[config.mk]
export PLATFORM = sky130hd
export DESIGN_NAME = spike_event_arbiter_flat
export DESIGN_NICKNAME = d
export VERILOG_FILES = /design/src/rtl/spike_event_if.sv /design/src/rtl/spike_event_arbiter.sv /design/src/flat_wrapper.sv
export SDC_FILE = /design/constraint.sdc
export NUM_CORES = 1
export LEC_CHECK = 0
export ABC_AREA = 1
export CAP_MARGIN = 20
export CORE_MARGIN = 4
export CORE_UTILIZATION = 45
export CTS_CLUSTER_DIAMETER = 80
export DETAILED_ROUTE_END_ITERATION = 10
export GPL_TIMING_DRIVEN = 0
export HOLD_SLACK_MARGIN = 0.03
export PLACE_DENSITY = 0.69
export SLEW_MARGIN = 30
export SYNTH_ARGS = -nofsm -noshare
export SYNTH_HDL_FRONTEND = slang
export SYNTH_SLANG_ARGS = --single-unit
[constraint.sdc]
create_clock -name clk -period 4.5 [get_ports clk]
set_input_delay 0.9 -clock clk [delete_from_list [all_inputs] [get_ports clk]]
set_output_delay 0.9 -clock clk [all_outputs]
set_load 0.1 [all_outputs]
[src/rtl/spike_event_if.sv]
// Spike-event channel between the arbiter and its neighbours: spike inputs, flush,
// the valid/ready event handshake and status outputs.
interface spike_event_if #(
  parameter int N_NEURONS = 4,
  parameter int ID_WIDTH  = 2,
  parameter int CNT_WIDTH = 8
);
  logic [N_NEURONS-1:0] spike_in;
  logic                 flush;
  logic                 ev_ready;
  logic                 ev_valid;
  logic [ID_WIDTH-1:0]  ev_id;
  logic [CNT_WIDTH-1:0] drop_count;
  logic                 busy;

  modport master (
    output spike_in, flush, ev_ready,
    input  ev_valid, ev_id, drop_count, busy
  );

  modport slave (
    input  spike_in, flush, ev_ready,
    output ev_valid, ev_id, drop_count, busy
  );
endinterface

[src/rtl/spike_event_arbiter.sv]
// Latches one-cycle neuron spikes as pending flags and serializes them round-robin
// onto a valid/ready event channel, counting spikes lost to an already-pending flag.
module spike_event_arbiter #(
  parameter int N_NEURONS = 4,
  parameter int ID_WIDTH  = 2,
  parameter int CNT_WIDTH = 8
) (
  input logic           clk,
  input logic           rst,
  spike_event_if.slave  bus
);

  typedef enum logic [0:0] {
    ST_EMPTY = 1'b0,
    ST_FULL  = 1'b1
  } state_t;

  state_t               state_r;
  state_t               state_next_s;
  logic [N_NEURONS-1:0] pending_r;
  logic [N_NEURONS-1:0] pending_next_s;
  logic [N_NEURONS-1:0] grant_vec_s;
  logic [N_NEURONS-1:0] drop_vec_s;
  logic [ID_WIDTH-1:0]  ev_id_r;
  logic [ID_WIDTH-1:0]  last_grant_r;
  logic [ID_WIDTH-1:0]  grant_idx_s;
  logic [ID_WIDTH:0]    cand_s;
  logic [CNT_WIDTH-1:0] drop_count_r;
  logic [CNT_WIDTH-1:0] drop_next_s;
  logic [CNT_WIDTH:0]   drop_sum_s;
  logic                 found_s;
  logic                 slot_free_s;
  logic                 grant_s;

  function automatic logic [CNT_WIDTH:0] count_ones(input logic [N_NEURONS-1:0] v);
    logic [CNT_WIDTH:0] c;
    c = {(CNT_WIDTH+1){1'b0}};
    for (int i = 0; i < N_NEURONS; i++) begin
      c = c + {{CNT_WIDTH{1'b0}}, v[i]};
    end
    return c;
  endfunction

  // Round-robin scan of registered pending flags, starting just after last_grant.
  always_comb begin
    found_s     = 1'b0;
    grant_idx_s = {ID_WIDTH{1'b0}};
    cand_s      = {(ID_WIDTH+1){1'b0}};
    for (int k = 1; k <= N_NEURONS; k++) begin
      cand_s = {1'b0, last_grant_r} + (ID_WIDTH+1)'(k);
      if (cand_s >= (ID_WIDTH+1)'(N_NEURONS)) begin
        cand_s = cand_s - (ID_WIDTH+1)'(N_NEURONS);
      end else begin
        cand_s = cand_s;
      end
      if (!found_s && pending_r[cand_s[ID_WIDTH-1:0]]) begin
        found_s     = 1'b1;
        grant_idx_s = cand_s[ID_WIDTH-1:0];
      end else begin
        found_s = found_s;
      end
    end
  end

  // Slot/grant decision, pending update and saturating drop accounting.
  always_comb begin
    slot_free_s = (state_r == ST_EMPTY) || bus.ev_ready;
    grant_s     = slot_free_s && found_s && !bus.flush;
    for (int i = 0; i < N_NEURONS; i++) begin
      grant_vec_s[i] = grant_s && (grant_idx_s == ID_WIDTH'(i));
    end
    if (bus.flush) begin
      pending_next_s = {N_NEURONS{1'b0}};
      drop_vec_s     = {N_NEURONS{1'b0}};
    end else begin
      // A granted bit re-spiking on its grant edge is re-captured, not dropped.
      pending_next_s = (pending_r & ~grant_vec_s) | bus.spike_in;
      drop_vec_s     = bus.spike_in & pending_r & ~grant_vec_s;
    end
    drop_sum_s = {1'b0, drop_count_r} + count_ones(drop_vec_s);
    if (drop_sum_s[CNT_WIDTH]) begin
      drop_next_s = {CNT_WIDTH{1'b1}};
    end else begin
      drop_next_s = drop_sum_s[CNT_WIDTH-1:0];
    end
  end

  // Output slot next-state: EMPTY/FULL mirrors ev_valid.
  always_comb begin
    state_next_s = state_r;
    case (state_r)
      ST_EMPTY: begin
        if (grant_s) begin
          state_next_s = ST_FULL;
        end else begin
          state_next_s = ST_EMPTY;
        end
      end
      ST_FULL: begin
        if (bus.flush) begin
          state_next_s = ST_EMPTY;
        end else if (bus.ev_ready && !grant_s) begin
          state_next_s = ST_EMPTY;
        end else begin
          state_next_s = ST_FULL;
        end
      end
      default: state_next_s = ST_EMPTY;
    endcase
  end

  // State registers; async reset leaves last_grant so index 0 wins first.
  always_ff @(posedge clk or posedge rst) begin
    if (rst) begin
      state_r      <= ST_EMPTY;
      pending_r    <= {N_NEURONS{1'b0}};
      ev_id_r      <= {ID_WIDTH{1'b0}};
      last_grant_r <= ID_WIDTH'(N_NEURONS - 1);
      drop_count_r <= {CNT_WIDTH{1'b0}};
    end else begin
      state_r      <= state_next_s;
      pending_r    <= pending_next_s;
      drop_count_r <= drop_next_s;
      if (grant_s) begin
        ev_id_r      <= grant_idx_s;
        last_grant_r <= grant_idx_s;
      end else begin
        ev_id_r      <= ev_id_r;
        last_grant_r <= last_grant_r;
      end
    end
  end

  assign bus.ev_valid   = (state_r == ST_FULL);
  assign bus.ev_id      = ev_id_r;
  assign bus.drop_count = drop_count_r;
  assign bus.busy       = (|pending_r) || (state_r == ST_FULL);

endmodule

[src/flat_wrapper.sv]
// flat-port wrapper written by rule: the top's interface ports become plain ports
module spike_event_arbiter_flat 
#(
  parameter int N_NEURONS = 4,
  parameter int ID_WIDTH  = 2,
  parameter int CNT_WIDTH = 8
)
  (clk, rst, bus_spike_in, bus_flush, bus_ev_ready, bus_ev_valid, bus_ev_id, bus_drop_count, bus_busy);
  spike_event_if #(.N_NEURONS(N_NEURONS), .ID_WIDTH(ID_WIDTH), .CNT_WIDTH(CNT_WIDTH)) bus_i ();
  input logic clk;
  input logic rst;
  input wire logic [$bits(bus_i.spike_in)-1:0] bus_spike_in;
  input wire logic [$bits(bus_i.flush)-1:0] bus_flush;
  input wire logic [$bits(bus_i.ev_ready)-1:0] bus_ev_ready;
  output wire logic [$bits(bus_i.ev_valid)-1:0] bus_ev_valid;
  output wire logic [$bits(bus_i.ev_id)-1:0] bus_ev_id;
  output wire logic [$bits(bus_i.drop_count)-1:0] bus_drop_count;
  output wire logic [$bits(bus_i.busy)-1:0] bus_busy;
  assign bus_i.spike_in = bus_spike_in;
  assign bus_i.flush = bus_flush;
  assign bus_i.ev_ready = bus_ev_ready;
  assign bus_ev_valid = bus_i.ev_valid;
  assign bus_ev_id = bus_i.ev_id;
  assign bus_drop_count = bus_i.drop_count;
  assign bus_busy = bus_i.busy;
  spike_event_arbiter #(.N_NEURONS(N_NEURONS), .ID_WIDTH(ID_WIDTH), .CNT_WIDTH(CNT_WIDTH)) u_core (.clk(clk), .rst(rst), .bus(bus_i));
endmodule
==> results.md <==
- CP Launch Type: input port
- Setup violations, final: 0
- Register area: 428 um^2
- Initial core utilization: 0.483
- Final WS setup: 0.486 ns
- RSZ-0062 raised after global routing: no
- Main combinational cell family by area after synthesis: simple AND/OR/NAND/NOR gates
- Slowest cell on crit path: fa_1
- Min Hold Slack: 0.519 ns
- Clk buf depth: 2
- Chip Width: 60.3 um
- Status: finished, final reports clean
- Dpl ws: -0.120 ns
- Adder-Cell Fraction of Synth Area: 0.0834
- Fin crit share: 0.892
- Fillers: 241
- Total power: 0.00114 W
- First-pass GRT wire length: 4070 um
- CTS sink count: 17
- Total CTS buffers: 3
- Drt first pass iters: 4
- Peak fanout along the critical path: 7
- Post-synth EDFFs: 0
- #FFs+latches synth: 17
- Post-route cell area: 1490 um^2
- Hpwl dp: 2000 um
- Top-count cell post-synth: nand2_1
- DRT iter0 DRCs: 23
- Synth area leaders: dfrtp_1, nand2_1, inv_1
- Via count: 1062
- Die span in y: 60.3 um
- Cell taking the most area after synthesis: dfrtp_1
- GRT Resource Usage Total: 0.152
- Worst vdd ir: 0.564 mV
- TNS Setup: 0 ns
- Final wirelength: 2370 um
- Worst Skew: 0.00935 ns
- Clock slew at reported path FFs: 0.10 ns
- Tmin final: 4.01 ns
- Cell Rows: 18
- H-tree levels: 1
- Max-Cap Viols: 0
- Antenna violations before repair: 0
- Std-Cell Core Area: 2540 um^2
- Synth top cells by count: nand2_1, inv_1, dfrtp_1, nand3_1, nand2_2
- Number of routed nets with antenna violations: 0
- Fmax: 0.249 GHz
- CP peak stage delay: 0.46 ns
- Postcts setup bufs: 0
- CTS root buf: clkbuf_4
- Synth Area in XOR/XNOR: 0
- Synth warn: 0
- Post-synthesis compound-gate area fraction: 0.0926
- Die area: 3630 um^2
- Number of global-route vias before repair: 961
- Simple-Gate Fraction of Synth Area: 0.385
- Top-area cell type share of the netlist area: 0.305
- CTS tree: done
- Top_reg_cell synth: dfrtp_1
- Vias/cell: 5.01
- Total I/O pin count: 20
- Hold Path Class: flop to flop
- Largest net degree at the start of global routing: 18
- Netlist cell types: 28
- Gp weighted congestion: 0.808
- Endpoint class of the critical path: flop
- Area grow syn2layout: 20.9%
- CP cell instances: clkdlybuf4s50_1, nor2_1, nor2_8, nand3_2, nand2_2, nor3_2, ha_1, fa_1, ha_1, fa_1, nand2_1, inv_1, nor2_1, nor4_1, nand2_1, o21ai_0
- Diodes inserted: 0
- Residual DRC count: 0
- Post-synthesis area per instance: 7.74 um^2
- Final hold vios: 0
- I/O Buffers: 19
- Register area share after synthesis: 0.348
- Clk Latency, worst-skew pair: 0.29 ns
- Req. time, crit path: 4.67 ns
- Multiplexer share of the synthesized area: 0
- WS Path Type: input port to flop
- Share of layout cells above drive strength 1: 0.198
- Net Count, Synth: 174
- Mapped Cells: 159
- Area of the multi-input gates: 689 um^2
- Worst Path Arrival: 4.19 ns
- DP Area: 1460 um^2
- Slew Viols, Final: 0
- DR WL/cell: 11.2 um
- GR Overflow Total: 0
- Power Density: 767 nW/um^2
- Post-CTS Hold Fix Bufs: 0
- Nets: 198
- Post-Syn Area: 1230 um^2
- Relative slew slack: 0.349
- LEAKAGE: 0.775 nW
- Async SR Flop Fraction: 1.00
- Worst-margin pin slew: 0.974 ns
layout by cell type (no fill, tap or decap), drive strengths merged:
cell type	Yosys	routed
clkbuf	0	4
dfrtp	15	15
a21o	1	1
o21ai	9	9
nor3	3	3
nor2	10	10
ha	5	5
a31oi	1	1
nor4	2	2
dfstp	2	2
inv	25	25
or2	2	2
dlymetal6s2s	0	1
nand4	2	2
fa	2	2
nand2	55	55
nand3	17	17
clkdlybuf4s50	0	18
o21bai	2	2
a21oi	5	5
buf	1	1
cell type report:
cell class,count,area share
tap,30,0.0253
inverter,25,0.0682
buffer,1,0.00758
clock buffer,4,0.0177
sequential,17,0.288
timing repair buffer,19,0.130
multi-input combinational,116,0.464
worst max-delay path, delay by kind of cell:
kind / cells / cell delay [ns]
AOI/OAI and AO/OA: 1 / 0.13
adders and majority gates: 4 / 1.34
buffers and inverters: 2 / 0.45
and+or+nand+nor: 9 / 1.36
registers in the layout (all words and copies together) (netlist names):
| signal | count |
|---|---|
| u_core.bus.drop_count | 8 |
| u_core.bus.ev_id | 2 |
| u_core.bus.ev_valid | 1 |
| u_core.last_grant_r | 2 |
| u_core.pending_r | 4 |
what timing repair did:
action	CTS	global route
setup endpoints to repair	0	3
gates resized for setup	0	1
endpoints found under the hold margin	0	0
worst paths after layout:
kind	startpoint	end	slack, ns	depth (start not counted)
max reg2reg	u_core.last_grant_r[0]	u_core.bus.drop_count[2]	0.61	22
min reg2reg	u_core.bus.ev_id[1]	u_core.bus.ev_id[1]	0.52	2
max	bus_ev_ready	u_core.bus.drop_count[2]	0.49	16
min	u_core.bus.ev_id[1]	u_core.bus.ev_id[1]	0.52	2
max in group asynchronous	rst	u_core.bus.ev_id[1]	3.11	2
min in group asynchronous	rst	u_core.bus.drop_count[6]	0.98	2
layer usage:
| metal | wire length (um) | track usage | vias to the layer above |
|---|---|---|---|
| met5 | 0 | 0 | - |
| met4 | 21 | 0.0570 | 0 |
| met3 | 108 | 0.0475 | 4 |
| met2 | 1110 | 0.247 | 19 |
| met1 | 1130 | 0.188 | 482 |
| li1 | - | - | 557 |
per-stage QoR:
| stage | utilization | std cells |
|---|---|---|
| finish | 0.584 | 212 |
| CTS | 0.583 | 212 |
| global placement | 0.573 | 208 |
| detailed placement | 0.573 | 208 |
| global route | 0.584 | 212 |
| floorplan | - | 159 |
logic make-up (layout without fill, tap and decap cells):
| logic type | count (synthesis) | in the layout |
|---|---|---|
| flip-flops | 17 | 17 |
| AND/OR/NAND/NOR | 91 | 91 |
| adder cells (fa/ha/maj) | 7 | 7 |
| AO/OA/AOI/OAI | 18 | 18 |
| buffers and inverters | 26 | 49 |
report_power, final:
part | switching, W | internal, W | total [W] | leakage [nW]
clock | 0.0000466 | 0.0000345 | 0.0000811 | 0.0150
combinational | 0.000582 | 0.000227 | 0.000809 | 0.551
sequential | 0.0000415 | 0.000209 | 0.000250 | 0.209
Note: power is estimated with default switching activity, not from simulation.
